$ cat src/rtl/processor_v2.sv
// Multi-cycle accumulator-style processor: FETCH / EXEC / MEM / HALT over a single
// word-addressed memory port with a ready handshake. All bus outputs are registered.
module processor_v2 #(
  parameter int unsigned DATA_W = 16,
  parameter int unsigned ADDR_W = 6
) (
  input  logic              clock,
  input  logic              resetn,
  output logic [ADDR_W-1:0] mem_addr,
  output logic              mem_rd,
  output logic              mem_wr,
  output logic [DATA_W-1:0] mem_wdata,
  input  logic [DATA_W-1:0] mem_rdata,
  input  logic              mem_ready,
  output logic [DATA_W-1:0] bus,
  output logic [ADDR_W-1:0] pc,
  output logic              halted
);

  typedef enum logic [1:0] {StFetch, StExec, StMem, StHalt} state_t;

  localparam logic [2:0] OpMv  = 3'b000;
  localparam logic [2:0] OpMvt = 3'b001;
  localparam logic [2:0] OpAdd = 3'b010;
  localparam logic [2:0] OpSub = 3'b011;
  localparam logic [2:0] OpLd  = 3'b100;
  localparam logic [2:0] OpSt  = 3'b101;
  localparam logic [2:0] OpAnd = 3'b110;
  localparam logic [2:0] OpBr  = 3'b111;

  state_t            state;
  logic [15:0]       ir;
  logic [DATA_W-1:0] regs [8];
  logic              flag_z, flag_n, flag_c;

  logic [2:0]        opc;
  logic [2:0]        rx;
  logic [DATA_W-1:0] opnd;
  logic [DATA_W-1:0] rx_val;
  logic [DATA_W:0]   add_full;
  logic [DATA_W:0]   sub_full;
  logic              wr_en;
  logic [DATA_W-1:0] wr_val;
  logic              set_flags;
  logic              res_c;
  logic              take;
  logic              is_halt;
  logic [ADDR_W-1:0] pc_after;
  logic [ADDR_W-1:0] op_addr;

  always_comb begin
    opc       = ir[15:13];
    rx        = ir[11:9];
    opnd      = ir[12] ? DATA_W'(ir[8:0]) : regs[ir[2:0]];
    rx_val    = regs[rx];
    op_addr   = opnd[ADDR_W-1:0];
    add_full  = {1'b0, rx_val} + {1'b0, opnd};
    // Carry of rX + ~op + 1: set means no borrow.
    sub_full  = {1'b0, rx_val} + {1'b0, ~opnd} + (DATA_W+1)'(1);
    wr_en     = 1'b0;
    wr_val    = '0;
    set_flags = 1'b0;
    res_c     = 1'b0;
    case (opc)
      OpMv: begin
        wr_en  = 1'b1;
        wr_val = opnd;
      end
      OpMvt: begin
        wr_en  = 1'b1;
        wr_val = DATA_W'(ir[7:0]) << (DATA_W - 8);
      end
      OpAdd: begin
        wr_en     = 1'b1;
        set_flags = 1'b1;
        wr_val    = add_full[DATA_W-1:0];
        res_c     = add_full[DATA_W];
      end
      OpSub: begin
        wr_en     = 1'b1;
        set_flags = 1'b1;
        wr_val    = sub_full[DATA_W-1:0];
        res_c     = sub_full[DATA_W];
      end
      OpAnd: begin
        wr_en     = 1'b1;
        set_flags = 1'b1;
        wr_val    = rx_val & opnd;
      end
      default: ;
    endcase

    take = 1'b0;
    case (rx)
      3'b000:  take = 1'b1;
      3'b001:  take = flag_z;
      3'b010:  take = !flag_z;
      3'b011:  take = !flag_c;
      3'b100:  take = flag_c;
      3'b101:  take = !flag_n;
      3'b110:  take = flag_n;
      default: take = 1'b0;
    endcase
    is_halt  = (opc == OpBr) && (rx == 3'b111);
    // pc already points past the branch, so the offset is relative to pc_next.
    pc_after = ((opc == OpBr) && take) ? pc + ADDR_W'($signed(ir[8:0])) : pc;
  end

  always_ff @(posedge clock) begin
    if (!resetn) begin
      state     <= StFetch;
      pc        <= '0;
      ir        <= '0;
      flag_z    <= 1'b0;
      flag_n    <= 1'b0;
      flag_c    <= 1'b0;
      bus       <= '0;
      halted    <= 1'b0;
      mem_rd    <= 1'b0;
      mem_wr    <= 1'b0;
      mem_addr  <= '0;
      mem_wdata <= '0;
      for (int i = 0; i < 8; i++) regs[i] <= '0;
    end else begin
      case (state)
        StFetch: begin
          // Right after reset no fetch is outstanding yet, so issue one.
          if (!mem_rd) begin
            mem_rd   <= 1'b1;
            mem_addr <= pc;
          end else if (mem_ready) begin
            ir     <= mem_rdata[15:0];
            pc     <= pc + ADDR_W'(1);
            mem_rd <= 1'b0;
            state  <= StExec;
          end
        end
        StExec: begin
          if (opc == OpLd) begin
            mem_rd   <= 1'b1;
            mem_addr <= op_addr;
            state    <= StMem;
          end else if (opc == OpSt) begin
            mem_wr    <= 1'b1;
            mem_addr  <= op_addr;
            mem_wdata <= rx_val;
            state     <= StMem;
          end else if (is_halt) begin
            halted <= 1'b1;
            state  <= StHalt;
          end else begin
            if (wr_en) begin
              regs[rx] <= wr_val;
              bus      <= wr_val;
            end
            if (set_flags) begin
              flag_z <= (wr_val == '0);
              flag_n <= wr_val[DATA_W-1];
              flag_c <= res_c;
            end
            pc       <= pc_after;
            mem_rd   <= 1'b1;
            mem_addr <= pc_after;
            state    <= StFetch;
          end
        end
        StMem: begin
          if (mem_ready) begin
            if (mem_rd) begin
              regs[rx] <= mem_rdata;
              bus      <= mem_rdata;
            end
            mem_wr   <= 1'b0;
            mem_rd   <= 1'b1;
            mem_addr <= pc;
            state    <= StFetch;
          end
        end
        default: begin
          mem_rd <= 1'b0;
          mem_wr <= 1'b0;
        end
      endcase
    end
  end

endmodule

$ cat config.mk
export PLATFORM = sky130hd
export DESIGN_NAME = processor_v2
export DESIGN_NICKNAME = d
export VERILOG_FILES = /design/src/rtl/processor_v2.sv
export SDC_FILE = /design/constraint.sdc
export NUM_CORES = 1
export LEC_CHECK = 0
export ABC_AREA = 0
export BUFFER_PORTS_ARGS = -buffer_cell sky130_fd_sc_hd__buf_2
export CORE_ASPECT_RATIO = 0.9
export CORE_MARGIN = 3
export CORE_UTILIZATION = 30
export CTS_CLUSTER_SIZE = 20
export DETAILED_ROUTE_END_ITERATION = 8
export PLACE_DENSITY = 0.44
export SETUP_SLACK_MARGIN = 0.1
export SLEW_MARGIN = 20
export SYNTH_ARGS = -nofsm -noshare
export SYNTH_HDL_FRONTEND = slang
export SYNTH_SLANG_ARGS = --single-unit
$ cat constraint.sdc
create_clock -name clock -period 5.45 [get_ports clock]
set_clock_uncertainty 0.05 [all_clocks]
set_input_delay 1.635 -clock clock [delete_from_list [all_inputs] [get_ports clock]]
set_output_delay 1.635 -clock clock [all_outputs]
set_load 0.1 [all_outputs]
---- Word level (Yosys, flattened, before mapping) ----
Memory sizes are Yosys's and may differ from the RTL's. A register that Yosys moved wholly into a read port is not among the register bits.
Cells that the tools add are included.
W data, S select, Z words.
word-level totals
  memories ................................ 1
  word-level logic and storage cells ...... 143
  register bits ........................... 68
  bits in latches ......................... 0
  bits in read-only memories .............. 0
  bits in writable memories ............... 128
  input port bits ......................... 19
  output and inout port bits .............. 47
cells by class
  shifts and indexed selects .............. 0
  muxes and demuxes ....................... 64
  divide/modulo/power cells ............... 0
  $lt $le $gt $ge ......................... 0
  reduce and logical (&&, ||, !) cells .... 25
  bitwise operators ....................... 7
  equality and inequality tests ........... 29
  add/subtract/negate cells ............... 5
  $mul .................................... 0
memory list
  name  words  width  rd ports  clocked after Yosys merged registers in  write ports  line  RTL
  regs  8      16     2         2                                        8            33    logic [DATA_W-1:0] regs [8];
operator list
  kind                     number
  $mux W16                 9
  $pmux W16 S5             1
  $mux W6                  10
  $add A16 B16 Y17         2
  $pmux W16 S2             1
  $mux W1                  25
  $eq A3 B3 Y1 const B     8
  $ne A2 B2 Y1 const B     10
  $pmux W6 S3              1
  $add A17 B1 Y17 const B  1
  $and A16 B16 Y16         1
  $logic_not A16 Y1        1
  $not A16 Y16             1
  $reduce_and A4 Y1        4
  $reduce_or A16 Y1        1
  $mux W3                  5
  $eq A3 B2 Y1 const B     4
  $mux W2                  6
  $pmux W6 S2              1
  $reduce_and A3 Y1        3
  $pmux W1 S7              1
  $reduce_and A7 Y1        1
  $add A6 B1 Y6 const B    1
  $add A6 B6 Y6            1
  20 further kinds         31

---- Depth between registers and ports, before layout ----
  depth in word-level cells ............... 13
  gate-level depth with buffers ........... 20
  gate-level depth less buffers ........... 16

---- Worst setup path before layout ----
OpenSTA, ideal clock, no wires.
  kind .................................... reg2reg
  start point ............................. register (tool-made name)
  end point ............................... memory regs[0][14] (data pin)
  buffers on the path ..................... 3
  path slack .............................. 843 ps
  clock period less this slack ............ 4607 ps
  setup time .............................. 272 ps
  arrival time ............................ 4285 ps
  required time ........................... 5128 ps
  stages on the path, launching flop included .. 15
  cell sequence ........................... dfxtp_1 > clkbuf_1 > buf_1 > mux4_2 > mux2_2 > ha_1 > clkbuf_1 > a211oi_1 > o41a_1 > a211o_1 > a31oi_1 > mux2i_1 > o211ai_1 > mux2i_1 > nor2_1
RTL lines
  item              line
  end: declaration  33

==> impl_metrics.py <==
metrics = {
    "status": {
        "outcome": "complete, no violations",
    },
    "floorplan": {
        "die_h_um": 200,
        "die_x_um": 222,
        "fp.dieArea_sq_um": 44400,
        "design.core.area_sq_um": 41000,
        "io_pins": 66,
        "rows": 70,
        "initial_core_util": 0.307,
    },
    "min_path": {
        "hold_path_class": "reg -> reg",
    },
    "timing": {
        "slew_headroom": 0.336,
        "hold_violations": 0,
        "period_minus_slack_ns": 5.03,
        "clock.fmax_ghz": 0.199,
        "post-route-period-util": 0.923,
        "drv_slew": 0,
        "fin_tns_setup_ns": 0,
        "setup_viol_count_final": 0,
        "fin_ws_ns": 0.422,
        "fin_hold_ws_ns": 0.405,
        "rsz0062_at_grt": "no",
        "worst_pin_slew_ns": 0.992,
    },
    "clocking": {
        "ctsHoldBuffers": 0,
        "clock_sinks": 202,
        "cts_buffers": 25,
        "clk_path_buf_depth": 3,
        "cts.clk_slew.worst_paths_ns": 0.06,
        "postCtsSetupBuffers": 0,
        "insertion_delay_ns": 0.55,
        "cts-root-buf": "clkbuf_16",
        "cts_tree": "yes",
        "post_cts_resized": 0,
        "cts_max_level": 1,
    },
    "final_layout": {
        "utilization": 0.354,
        "layout-drive-gt1-share": 0.200,
        "final_common_cell": "nor2_1",
        "diodes": 0,
        "synthToLayoutAreaGrowth_pct": 15.3,
        "layout.nets": 1374,
        "fin_cells": 1865,
        "layout_common_cells": "nor2_1, edfxtp_1, nand2_1",
        "finalInstanceArea_sq_um": 14500,
    },
    "synthesis": {
        "synth_edf_count": 128,
        "synthTopCellsByArea": "edfxtp_1, dfxtp_1, mux4_2",
        "synth_top_area_cell": "edfxtp_1",
        "avgSynthCellArea_sq_um": 10.2,
        "synth_nets": 1303,
        "yosysTopAreaCellShare": 0.306,
        "synth.distinct_cells": 77,
        "synth.cell_area_sq_um": 12600,
        "synth_seq_cells": 202,
        "async_flop_share": 0,
        "yosysWarnings": 0,
        "synth_cells": 1235,
        "seq_area_frac_synth": 0.423,
        "yosys_most_used_dff": "edfxtp_1",
    },
    "detailed_routing": {
        "drc_errors": 0,
        "num_vias": 10400,
        "routed_wl_um": 47000,
        "drt-initial-drc-count": 1158,
        "wl_per_cell_um": 25.2,
        "antenna_left": 0,
        "first_pass_iters": 5,
        "via_per_inst": 5.58,
    },
    "power": {
        "ir_worst_vdd_mv": 0.212,
        "sw_frac_of_total": 0.397,
        "p_total_mw": 5.51,
        "p_per_area_nw_per_um2": 380,
        "switching_power_mw": 2.19,
        "internal_power_mw": 3.32,
        "p_clk_frac": 0.292,
        "combPwrFrac": 0.378,
        "pwr-share-seq": 0.329,
        "power_leakage_nw": 5.51,
    },
    "worst_setup_path": {
        "crit_arrival_ns": 5.26,
        "slowest_delay_ns": 0.59,
        "crit_slowest_cell": "mux4_1",
        "crit_required_ns": 5.68,
        "cp_cell_sequence": "mux4_1 > nand2_1 > nand2_1 > mux2_2 > ha_1 > inv_1 > fa_1 > a211oi_1 > o41a_1 > a211o_1 > a31oi_2 > mux2i_1 > o211ai_1 > mux2i_1 > buf_4 > nor2_1",
        "critical_path_class": "reg -> reg",
        "critPathTopFamily": "multiplexers",
        "crit_buf_inv": 2,
        "cp-end-kind": "flop",
        "crit_fanout": 18,
        "critPathLaunchType": "flop",
    },
    "global_routing": {
        "grt_start_max_net_pins": 63,
        "grt_pass1_wl_um": 69700,
        "overflow": 0,
        "antenna_found_initial": 0,
        "grt_usage": 0.207,
        "grt_pass1_vias": 10040,
    },
    "placed_design": {
        "placed_area_sq_um": 13700,
        "numPortBuffers": 65,
        "finalWeightedCongestion": 0.904,
        "hpwl_um": 33400,
        "placedCellCount": 1819,
        "pre_cts_slack_ns": 0.176,
    },
    "flow_run": {
        "drv_cap": 0,
    },
}
==> power groups by stage <==
stage               clock network (mW)  registers (mW)  logic (mW)
floorplan                            0            1.98        1.20
global placement                     0            1.84        2.05
detailed placement                   0            1.84        2.04
CTS                               1.64            1.81        2.05
global route                      1.70            1.83        2.23
finish                            1.61            1.81        2.09
==> cell type report <==
class	count	area, sq um
fill	4223	26500
multi-input combinational	907	6770
sequential	202	5340
timing repair buffer	122	766
clock buffer	34	679
tap	540	676
inverter	48	180
clock inverter	12	95.1
==> Yosys cell counts (7+ instances only) <==
cell,number
a211o_1,7
a211oi_1,18
a21o_1,12
a21oi_1,87
a22oi_1,9
buf_1,12
buf_2,10
clkbuf_1,53
dfxtp_1,74
edfxtp_1,128
ha_1,46
inv_1,45
mux2_2,26
mux2i_1,51
mux4_1,8
mux4_2,52
nand2_1,114
nand2b_1,26
nand3_1,20
nand3b_1,8
nor2_1,183
nor2b_1,12
nor3_1,22
nor3b_1,9
o211ai_1,16
o21a_1,7
o21ai_0,43
or2_2,8
xnor2_1,9
==> worst paths after layout <==
| kind | start | to | slack [ns] | cells after the start |
|---|---|---|---|---|
| max | flop | regs[4][14] | 0.42 | 16 |
| min | bus[3] | bus[3] | 0.41 | 2 |
| max reg2reg | flop | regs[4][14] | 0.42 | 16 |
| min reg2reg | bus[3] | bus[3] | 0.41 | 2 |
==> cells by family after synthesis <==
group,count (synthesis),synth area share
AOI/OAI and AO/OA,275,0.146
xor gates and xnor gates,13,0.00905
adders and majority gates,49,0.0505
buffers and inverters,126,0.0398
muxes,138,0.176
DFF,202,0.423
and+or+nand+nor,432,0.155
==> metal layers <==
layer / global-route usage / up-vias / part of all wire / routed length [um]
met4: 0.0311 / 0 / 0.014 / 664
li1: - / 4739 / - / -
met5: 0 / - / 0 / 0
met1: 0.319 / 5185 / 0.48 / 22700
met2: 0.311 / 430 / 0.43 / 20400
met3: 0.0318 / 46 / 0.069 / 3240
==> worst reg2reg max path: stages, from the launching register on <==
cell and delay, ns:
dfxtp_4 0.54, mux4_1 0.59, nand2_1 0.08, nand2_1 0.12
mux2_2 0.33, ha_1 0.19, inv_1 0.08, fa_1 0.24
a211oi_1 0.12, o41a_1 0.48, a211o_1 0.40, a31oi_2 0.31
mux2i_1 0.24, o211ai_1 0.27, mux2i_1 0.43, buf_4 0.24
nor2_1 0.05
==> state kept, by name (all words and copies together) (netlist names), 2 cells and up, named ones only <==
signal     flops
state          2
mem_addr       6
mem_wdata     16
regs         128
pc             6
bus           16
ir            16
No activity file was read; power rests on OpenSTA's default activity.
